**config.mk**
```make
export PLATFORM = sky130hd
export DESIGN_NAME = sm1118_node_navigator
export DESIGN_NICKNAME = d
export VERILOG_FILES = /design/src/rtl/sm1118_node_navigator.sv
export SDC_FILE = /design/constraint.sdc
export NUM_CORES = 1
export LEC_CHECK = 0
export CORE_AREA = 2 2 72 101
export CTS_CLUSTER_DIAMETER = 30
export CTS_CLUSTER_SIZE = 30
export DETAILED_ROUTE_END_ITERATION = 6
export DIE_AREA = 0 0 74 103
export PLACE_DENSITY_LB_ADDON = 0.08
export SLEW_MARGIN = 20
export SYNTH_ARGS = -nofsm -noshare
export SYNTH_HDL_FRONTEND = slang
export SYNTH_SLANG_ARGS = --single-unit
export TNS_END_PERCENT = 100
```
**constraint.sdc**
```tcl
create_clock -name clk -period 2.6 [get_ports clk]
set_input_delay 0.39 -clock clk [delete_from_list [all_inputs] [get_ports clk]]
set_output_delay 0.39 -clock clk [all_outputs]
set_load 0.02 [all_outputs]
```
**src/rtl/sm1118_node_navigator.sv**
```systemverilog
// Line-following node navigator: debounces node markers, counts nodes along a route,
// executes timed turns, and reports status identifiers through a request/ack handshake.
module sm1118_node_navigator #(
    parameter int unsigned DEB_CYCLES  = 3125,
    parameter int unsigned TURN_CYCLES = 1562500,
    parameter int unsigned LAST_NODE   = 7
) (
    input  logic       clk,
    input  logic       rst_n,
    input  logic       start,
    input  logic       node_det,
    input  logic [5:0] nodex,
    input  logic [2:0] turn,
    input  logic [1:0] statusno,
    input  logic       msg_ack,
    output logic [5:0] node,
    output logic [2:0] motor_cmd,
    output logic       msg_req,
    output logic [1:0] msg_si,
    output logic       done
);

    localparam int unsigned DW = (DEB_CYCLES  < 2) ? 1 : $clog2(DEB_CYCLES + 1);
    localparam int unsigned TW = (TURN_CYCLES < 2) ? 1 : $clog2(TURN_CYCLES + 1);

    localparam logic [5:0]    LAST_N   = 6'(LAST_NODE);
    localparam logic [DW-1:0] DEB_LAST = DW'(DEB_CYCLES - 1);
    localparam logic [TW-1:0] TRN_LAST = TW'(TURN_CYCLES - 1);

    typedef enum logic [2:0] {
        S_IDLE,
        S_FOLLOW,
        S_SETTLE,
        S_TURN,
        S_REPORT,
        S_DONE
    } state_t;

    state_t          state_q, state_d;
    logic [DW-1:0]   deb_cnt_q, deb_cnt_d;
    logic            det_q, det_d;
    logic            det_prev_q;
    logic [5:0]      node_q, node_d;
    logic            settle_q, settle_d;
    logic [TW-1:0]   turn_cnt_q, turn_cnt_d;
    logic [2:0]      turn_s_q, turn_s_d;
    logic [1:0]      status_s_q, status_s_d;
    logic [1:0]      si_q, si_d;
    logic            arrival;

    // Debouncer: count consecutive samples that disagree with det_q; any agreeing sample restarts.
    always_comb begin
        det_d     = det_q;
        deb_cnt_d = '0;
        if (node_det != det_q) begin
            if (deb_cnt_q == DEB_LAST) begin
                det_d = node_det;
            end else begin
                deb_cnt_d = deb_cnt_q + 1'b1;
            end
        end
    end

    assign arrival = det_q & ~det_prev_q;

    always_comb begin
        state_d    = state_q;
        node_d     = node_q;
        settle_d   = 1'b0;
        turn_cnt_d = '0;
        turn_s_d   = turn_s_q;
        status_s_d = status_s_q;
        si_d       = si_q;
        case (state_q)
            S_IDLE: begin
                if (start) state_d = S_FOLLOW;
            end
            S_FOLLOW: begin
                if (arrival) begin
                    node_d  = node_q + 6'd1;
                    state_d = S_SETTLE;
                end
            end
            S_SETTLE: begin
                // Planner outputs are valid only on the second settle cycle.
                if (!settle_q) begin
                    settle_d = 1'b1;
                end else begin
                    turn_s_d   = turn;
                    status_s_d = statusno;
                    if (node_q == LAST_N && statusno == 2'd0) begin
                        state_d = S_DONE;
                    end else if (node_q == nodex && (turn == 3'd5 || turn == 3'd6)) begin
                        state_d = S_TURN;
                    end else if (statusno != 2'd0) begin
                        state_d = S_REPORT;
                        si_d    = statusno;
                    end else begin
                        state_d = S_FOLLOW;
                    end
                end
            end
            S_TURN: begin
                if (turn_cnt_q == TRN_LAST) begin
                    if (status_s_q != 2'd0) begin
                        state_d = S_REPORT;
                        si_d    = status_s_q;
                    end else if (node_q == LAST_N) begin
                        state_d = S_DONE;
                    end else begin
                        state_d = S_FOLLOW;
                    end
                end else begin
                    turn_cnt_d = turn_cnt_q + 1'b1;
                end
            end
            S_REPORT: begin
                if (msg_ack) state_d = (node_q == LAST_N) ? S_DONE : S_FOLLOW;
            end
            S_DONE: begin
                if (start) begin
                    node_d  = '0;
                    state_d = S_FOLLOW;
                end
            end
            default: state_d = S_IDLE;
        endcase
    end

    always_ff @(posedge clk or negedge rst_n) begin
        if (!rst_n) begin
            state_q    <= S_IDLE;
            deb_cnt_q  <= '0;
            det_q      <= 1'b0;
            det_prev_q <= 1'b0;
            node_q     <= '0;
            settle_q   <= 1'b0;
            turn_cnt_q <= '0;
            turn_s_q   <= '0;
            status_s_q <= '0;
            si_q       <= '0;
        end else begin
            state_q    <= state_d;
            deb_cnt_q  <= deb_cnt_d;
            det_q      <= det_d;
            det_prev_q <= det_q;
            node_q     <= node_d;
            settle_q   <= settle_d;
            turn_cnt_q <= turn_cnt_d;
            turn_s_q   <= turn_s_d;
            status_s_q <= status_s_d;
            si_q       <= si_d;
        end
    end

    always_comb begin
        motor_cmd = 3'd0;
        case (state_q)
            S_FOLLOW, S_SETTLE: motor_cmd = 3'd1;
            S_TURN:             motor_cmd = turn_s_q;
            default:            motor_cmd = 3'd0;
        endcase
    end

    assign node    = node_q;
    assign msg_req = (state_q == S_REPORT);
    assign msg_si  = si_q;
    assign done    = (state_q == S_DONE);

endmodule

```
# Word-level counts from Yosys, hierarchy flattened
# Cells that the tools add are included.
[op_classes]
add_sub_neg = 3
mul = 0
div_mod_pow = 0
n_lt_le_gt_ge = 0
n_eq_ne = 22
n_shift = 0
muxes = 28
bitwise = 2
n_reduce_logical = 16
[ops]
columns = ["cell", "count"]
rows = [
  ["2-to-1 mux 21 bit", 2],
  ["2-to-1 mux 3 bit", 10],
  ["2-to-1 mux 12 bit", 2],
  ["adder 21 x 1 -> 21 bit (second input constant)", 1],
  ["equality test 21 bit (second input constant)", 1],
  ["inequality test 2 bit (second input constant)", 9],
  ["case mux 3 bit (5 select lines)", 1],
  ["adder 12 x 1 -> 12 bit (second input constant)", 1],
  ["equality test 12 bit (second input constant)", 1],
  ["equality test 3 bit (second input constant)", 4],
  ["2-to-1 mux 2 bit", 6],
  ["2-to-1 mux 6 bit", 2],
  ["case mux 6 bit (2 select lines)", 1],
  ["nonzero test 2 bit", 4],
  ["AND reduction 7 bit", 1],
  ["adder 6 x 1 -> 6 bit (second input constant)", 1],
  ["equality test 3 x 2 -> 1 bit (second input constant)", 2],
  ["equality test 6 x 3 -> 1 bit (second input constant)", 1],
  ["equality test 6 bit", 1],
  ["case mux 3 bit (2 select lines)", 1],
  ["AND reduction 5 bit", 1],
  ["case mux 2 bit (2 select lines)", 1],
  ["AND reduction 2 bit", 2],
  ["OR reduction 2 bit", 2],
  ["other kinds (11)", 13],
]
[word_totals]
register_bits = 52
latchBits = 0
ram_bits = 0
rom_bits = 0
input_bits = 16
out_inout_bits = 13
wordCells = 81
memories = 0

# Logic depth before layout (Yosys ltp)
[depth]
depth_word = 7
mapped_depth = 7
depth_no_buf = 7

# Worst setup path after synthesis
# OpenSTA, ideal clock, no wires.
[synth_timing]
kind = "register to register"
start = "register node_q[0], in the netlist node[0]"
end = "register state_q[1]"
setup_ns = 0.126
arrival_ns = 1.685
required_time_ns = 2.474
slack_ns = 0.789
path_stages_with_launch = 7
path_buffers = 0
synth_period_minus_slack_ns = 1.811
cell_sequence = "dfrtp_1 -> ha_1 -> nand2_1 -> or4_1 -> nor3_1 -> nor3_1 -> a221o_1"
[synth_between]
elab_chain_len = 6
elab_cells_between_ends = 8
classes_between = "2 x eq/ne; 4 x mux; 2 x reduce/logical"
[synth_rtl]
columns = ["item", "line", "rtl"]
rows = [
  ["start, declared", "43", "logic [5:0] node_q, node_d;"],
  ["start signal, assigned", "147", "node_q <= node_d;"],
  ["equality test 6 bit", "93", "end else if (node_q == nodex && (turn == 3'd5 || turn == 3'd6)) begin"],
  ["logical AND 1 bit", "93", ""],
  ["2-to-1 mux 3 bit", "93", ""],
  ["2-to-1 mux 3 bit (*)", "91", "if (node_q == LAST_N && statusno == 2'd0) begin"],
  ["2-to-1 mux 3 bit (*)", "86", "if (!settle_q) begin"],
  ["case mux 3 bit (5 select lines) (*)", "74", "case (state_q)"],
  ["end signal, assigned", "143", "state_q <= state_d;"],
  ["end, declared", "39", "state_t state_q, state_d;"],
]
# Mark *: on every way between the ends. The rest lies on a longest branch, timed or not. The select of a mux whose other input is x is not followed.
# A chain may end at the register's enable or synchronous reset.

# Final worst setup path
[layout_timing]
start = "register state_q[1]"
end = "output msg_req"
[layout_between]
elab_chain_len = 1
[layout_rtl]
columns = ["item", "line", "rtl"]
rows = [
  ["equality test 3 bit", "166", "assign msg_req = (state_q == S_REPORT);"],
  ["end, declared", "18", "output logic msg_req,"],
]
# No other way between the ends.

==> flow_summary.yaml <==
floorplan:
  die_area_um2: 7620
  placeableCoreArea_um2: 6800
  dieHeight_um: 103
  core.rowCount: 36
  die_x_um: 74
  io_pins: 29
  initial_core_util: 0.391
layout:
  finish.instance_area_um2: 3150
  antenna_cells: 0
  syn_to_final_growth_pct: 18.4
  nNetsFinal: 326
  instances_no_fill: 402
  drive_gt1_frac: 0.0879
placement:
  gp_congestion: 0.807
  dp_hpwl_mm: 3.89
  io_buffers: 28
  post_dp_cell_area_um2: 3060
  place_inst: 394
synthesis:
  postSynthAreaPerCell_um2: 9.78
  yosysWarnings: 0
  yosys_register_bits: 52
  synth_top_area_share: 0.489
  synthDistinctLibCells: 37
  ys_seq_area_frac: 0.489
  yosysTopAreaCell: "dfrtp_1"
  synth_fp_nets: 292
  netlist_area_um2: 2660
  synth.top_cells.by_area: "dfrtp_1 (49%), xor2_1 (7.9%), nor2_1 (7.2%), mux2_2 (4.7%), xnor2_1 (4.6%)"
  postSynthCellCount: 272
clocking:
  cts_buffers: 5
  clock-sinks: 52
  cts_resized: 0
  cts_hold_buf: 0
  cts_tree: "yes"
  clock_path_buffers: 2
  postCtsSetupBuffers: 0
  clk_pin_slew_worst_paths_ns: 0.09
  clk_latency_ns: 0.31
  htree_levels: 2
  root_buffer: "clkbuf_8"
routing:
  wl_per_cell_um: 13.4
  vias: 2010
  viasPerCell: 5.00
  drc: 0
  drt-initial-drc-count: 34
  first_pass_iters: 4
  drt_wl_total_mm: 5.39
  ant_nets: 0
critical_path:
  path_max_fanout: 10
  critPathRequiredTime_ns: 2.21
  arrival_ns: 1.93
  path_class: "register to primary output"
  rr_worst_depth: 6
  start_kind: "register"
  end_kind: "primary output"
global_routing:
  grt_overflow: 0
  grt_max_degree: 53
  grt_pass1_vias: 1941
  grt_pass1_wl_mm: 8.88
  grt_use_total: 0.152
  antenna_found_initial: 0
min_path:
  hold_path_class: "input pin to async pin"
timing:
  post-route-period-util: 0.890
  finalSetupViolCount: 0
  maxClockFrequency_mhz: 432
  worst_pin_slew_ns: 0.663
  hold_viol: 0
  finClkSkew_ns: 0.0106
  maxSlewHeadroom: 0.558
  maxSlewViolCount: 0
  fin_crit_ns: 2.32
  rsz0062_at_grt: "false"
  fin_tns_setup_ns: 0
pwr:
  p_per_area_nw_per_um2: 471
  power_leakage_uw: 0.00128
  peakVddDrop_uv: 364
flow_run:
  maxCapViolCount: 0
status:
  outcome: "completed"
[placed cells by master (no fill, tap or decap), types with 2 or more instances in the layout]
| cell | Yosys | final |
|---|---|---|
| ha_1 | 4 | 4 |
| o21ai_0 | 8 | 8 |
| a21oi_1 | 6 | 6 |
| clkdlybuf4s50_1 | 0 | 27 |
| buf_4 | 1 | 5 |
| and3_1 | 4 | 4 |
| nand2_1 | 21 | 21 |
| mux2_2 | 11 | 11 |
| nor3_1 | 8 | 8 |
| and4_1 | 2 | 2 |
| clkbuf_8 | 0 | 6 |
| nand4b_1 | 2 | 2 |
| nor2_1 | 51 | 51 |
| xor2_1 | 24 | 24 |
| and2_1 | 3 | 3 |
| xnor2_1 | 14 | 14 |
| clkbuf_1 | 0 | 2 |
| nor2b_1 | 5 | 5 |
| or3_1 | 2 | 2 |
| a211oi_1 | 2 | 2 |
| nand2b_1 | 2 | 2 |
| nand4_1 | 9 | 9 |
| nand3_1 | 15 | 15 |
| or4_1 | 2 | 2 |
| dfrtp_1 | 52 | 52 |
| inv_1 | 6 | 6 |
[report_power, final]
group | switching (µW) | internal [µW] | leakage, µW | total [µW]
Clock | 256 | 218 | 0.0000455 | 474
Combinational | 77.0 | 78.6 | 0.000543 | 156
Sequential | 30.0 | 825 | 0.000689 | 855
Total | 363 | 1120 | 0.00128 | 1480
[cell families after synthesis]
group	count (synthesis)	synth area share
AO/OA/AOI/OAI	24	0.0612
XOR/XNOR	38	0.125
adder cells (fa/ha/maj)	4	0.0188
buffers and inverters	12	0.0207
flip-flops	52	0.489
multiplexers	12	0.0504
AND/OR/NAND/NOR	130	0.234
[registers in the layout (all words and copies together), names as in the netlist]
name        cells
turn_cnt_q     21
deb_cnt_q      12
node            6
state_q         3
turn_s_q        3
msg_si          2
status_s_q      2
det_prev_q      1
det_q           1
settle_q        1
[path summary, 6_finish.rpt]
check / start / to / slack, ns
max: state_q[1]$_DFFE_PN0P_ / msg_req / 0.28
max reg2reg: turn_cnt_q[13]$_DFF_PN0_ / state_q[0]$_DFFE_PN0P_ / 0.57
max in group asynchronous: rst_n / state_q[1]$_DFFE_PN0P_ / 1.96
min: rst_n / node[1]$_DFFE_PN0P_ / 0.18
min in group clk: det_q$_DFFE_PN0P_ / det_prev_q$_DFF_PN0_ / 0.46
min reg2reg: det_q$_DFFE_PN0P_ / det_prev_q$_DFF_PN0_ / 0.46
[Yosys cell counts (all sizes together)]
cell and number:
nand4b 2, a211oi 2, nor4 1, and4 2, or4 2, nor2 51, mux2i 1, and2 3
a31oi 1, and3 4, nor2b 5, xnor2 14, ha 4, nand3 15, nand2b 2, o21ai 9
a221o 1, nand2 21, o22ai 1, xor2 24, dfrtp 52, nor4b 1, o31ai 2, mux2 11
buf 6, nor3 9, a22o 1, nand4 9, o32ai 1, a21oi 6, inv 6, or2 1
or3 2
[metrics by stage]
step	hold WS [ns]	util	worst slack [ns]	power (µW)
after floorplan	0.0944	-	0.789	960
after global placement	0.424	0.450	0.500	1030
final	0.181	0.463	0.285	1480
after global routing	0.239	0.463	0.138	1570
after CTS	0.211	0.463	0.254	1520
after detailed placement	0.435	0.450	0.469	1030
[worst max-delay path, stage by stage (launching register included)]
cell             delay, ns
dfrtp_1               0.49
nor2b_1               0.29
nor2b_1               0.22
clkdlybuf4s50_1       0.63
[final cells by class]
type | instances | area (µm²)
Fill cell | 688 | 3650
Sequential cell | 52 | 1300
Timing Repair Buffer | 33 | 313
Tap cell | 95 | 119
Multi-Input combinational cell | 208 | 1300
Clock buffer | 8 | 90.1
Inverter | 6 | 22.5
[per-layer routing]
metal	global-route usage	routed length, µm	vias up
met5	0	0	-
met4	0.0545	85	0
met3	0.0332	194	5
met2	0.279	2730	34
met1	0.170	2380	973
li1	-	-	998
Power figures use the tool's default switching activity.
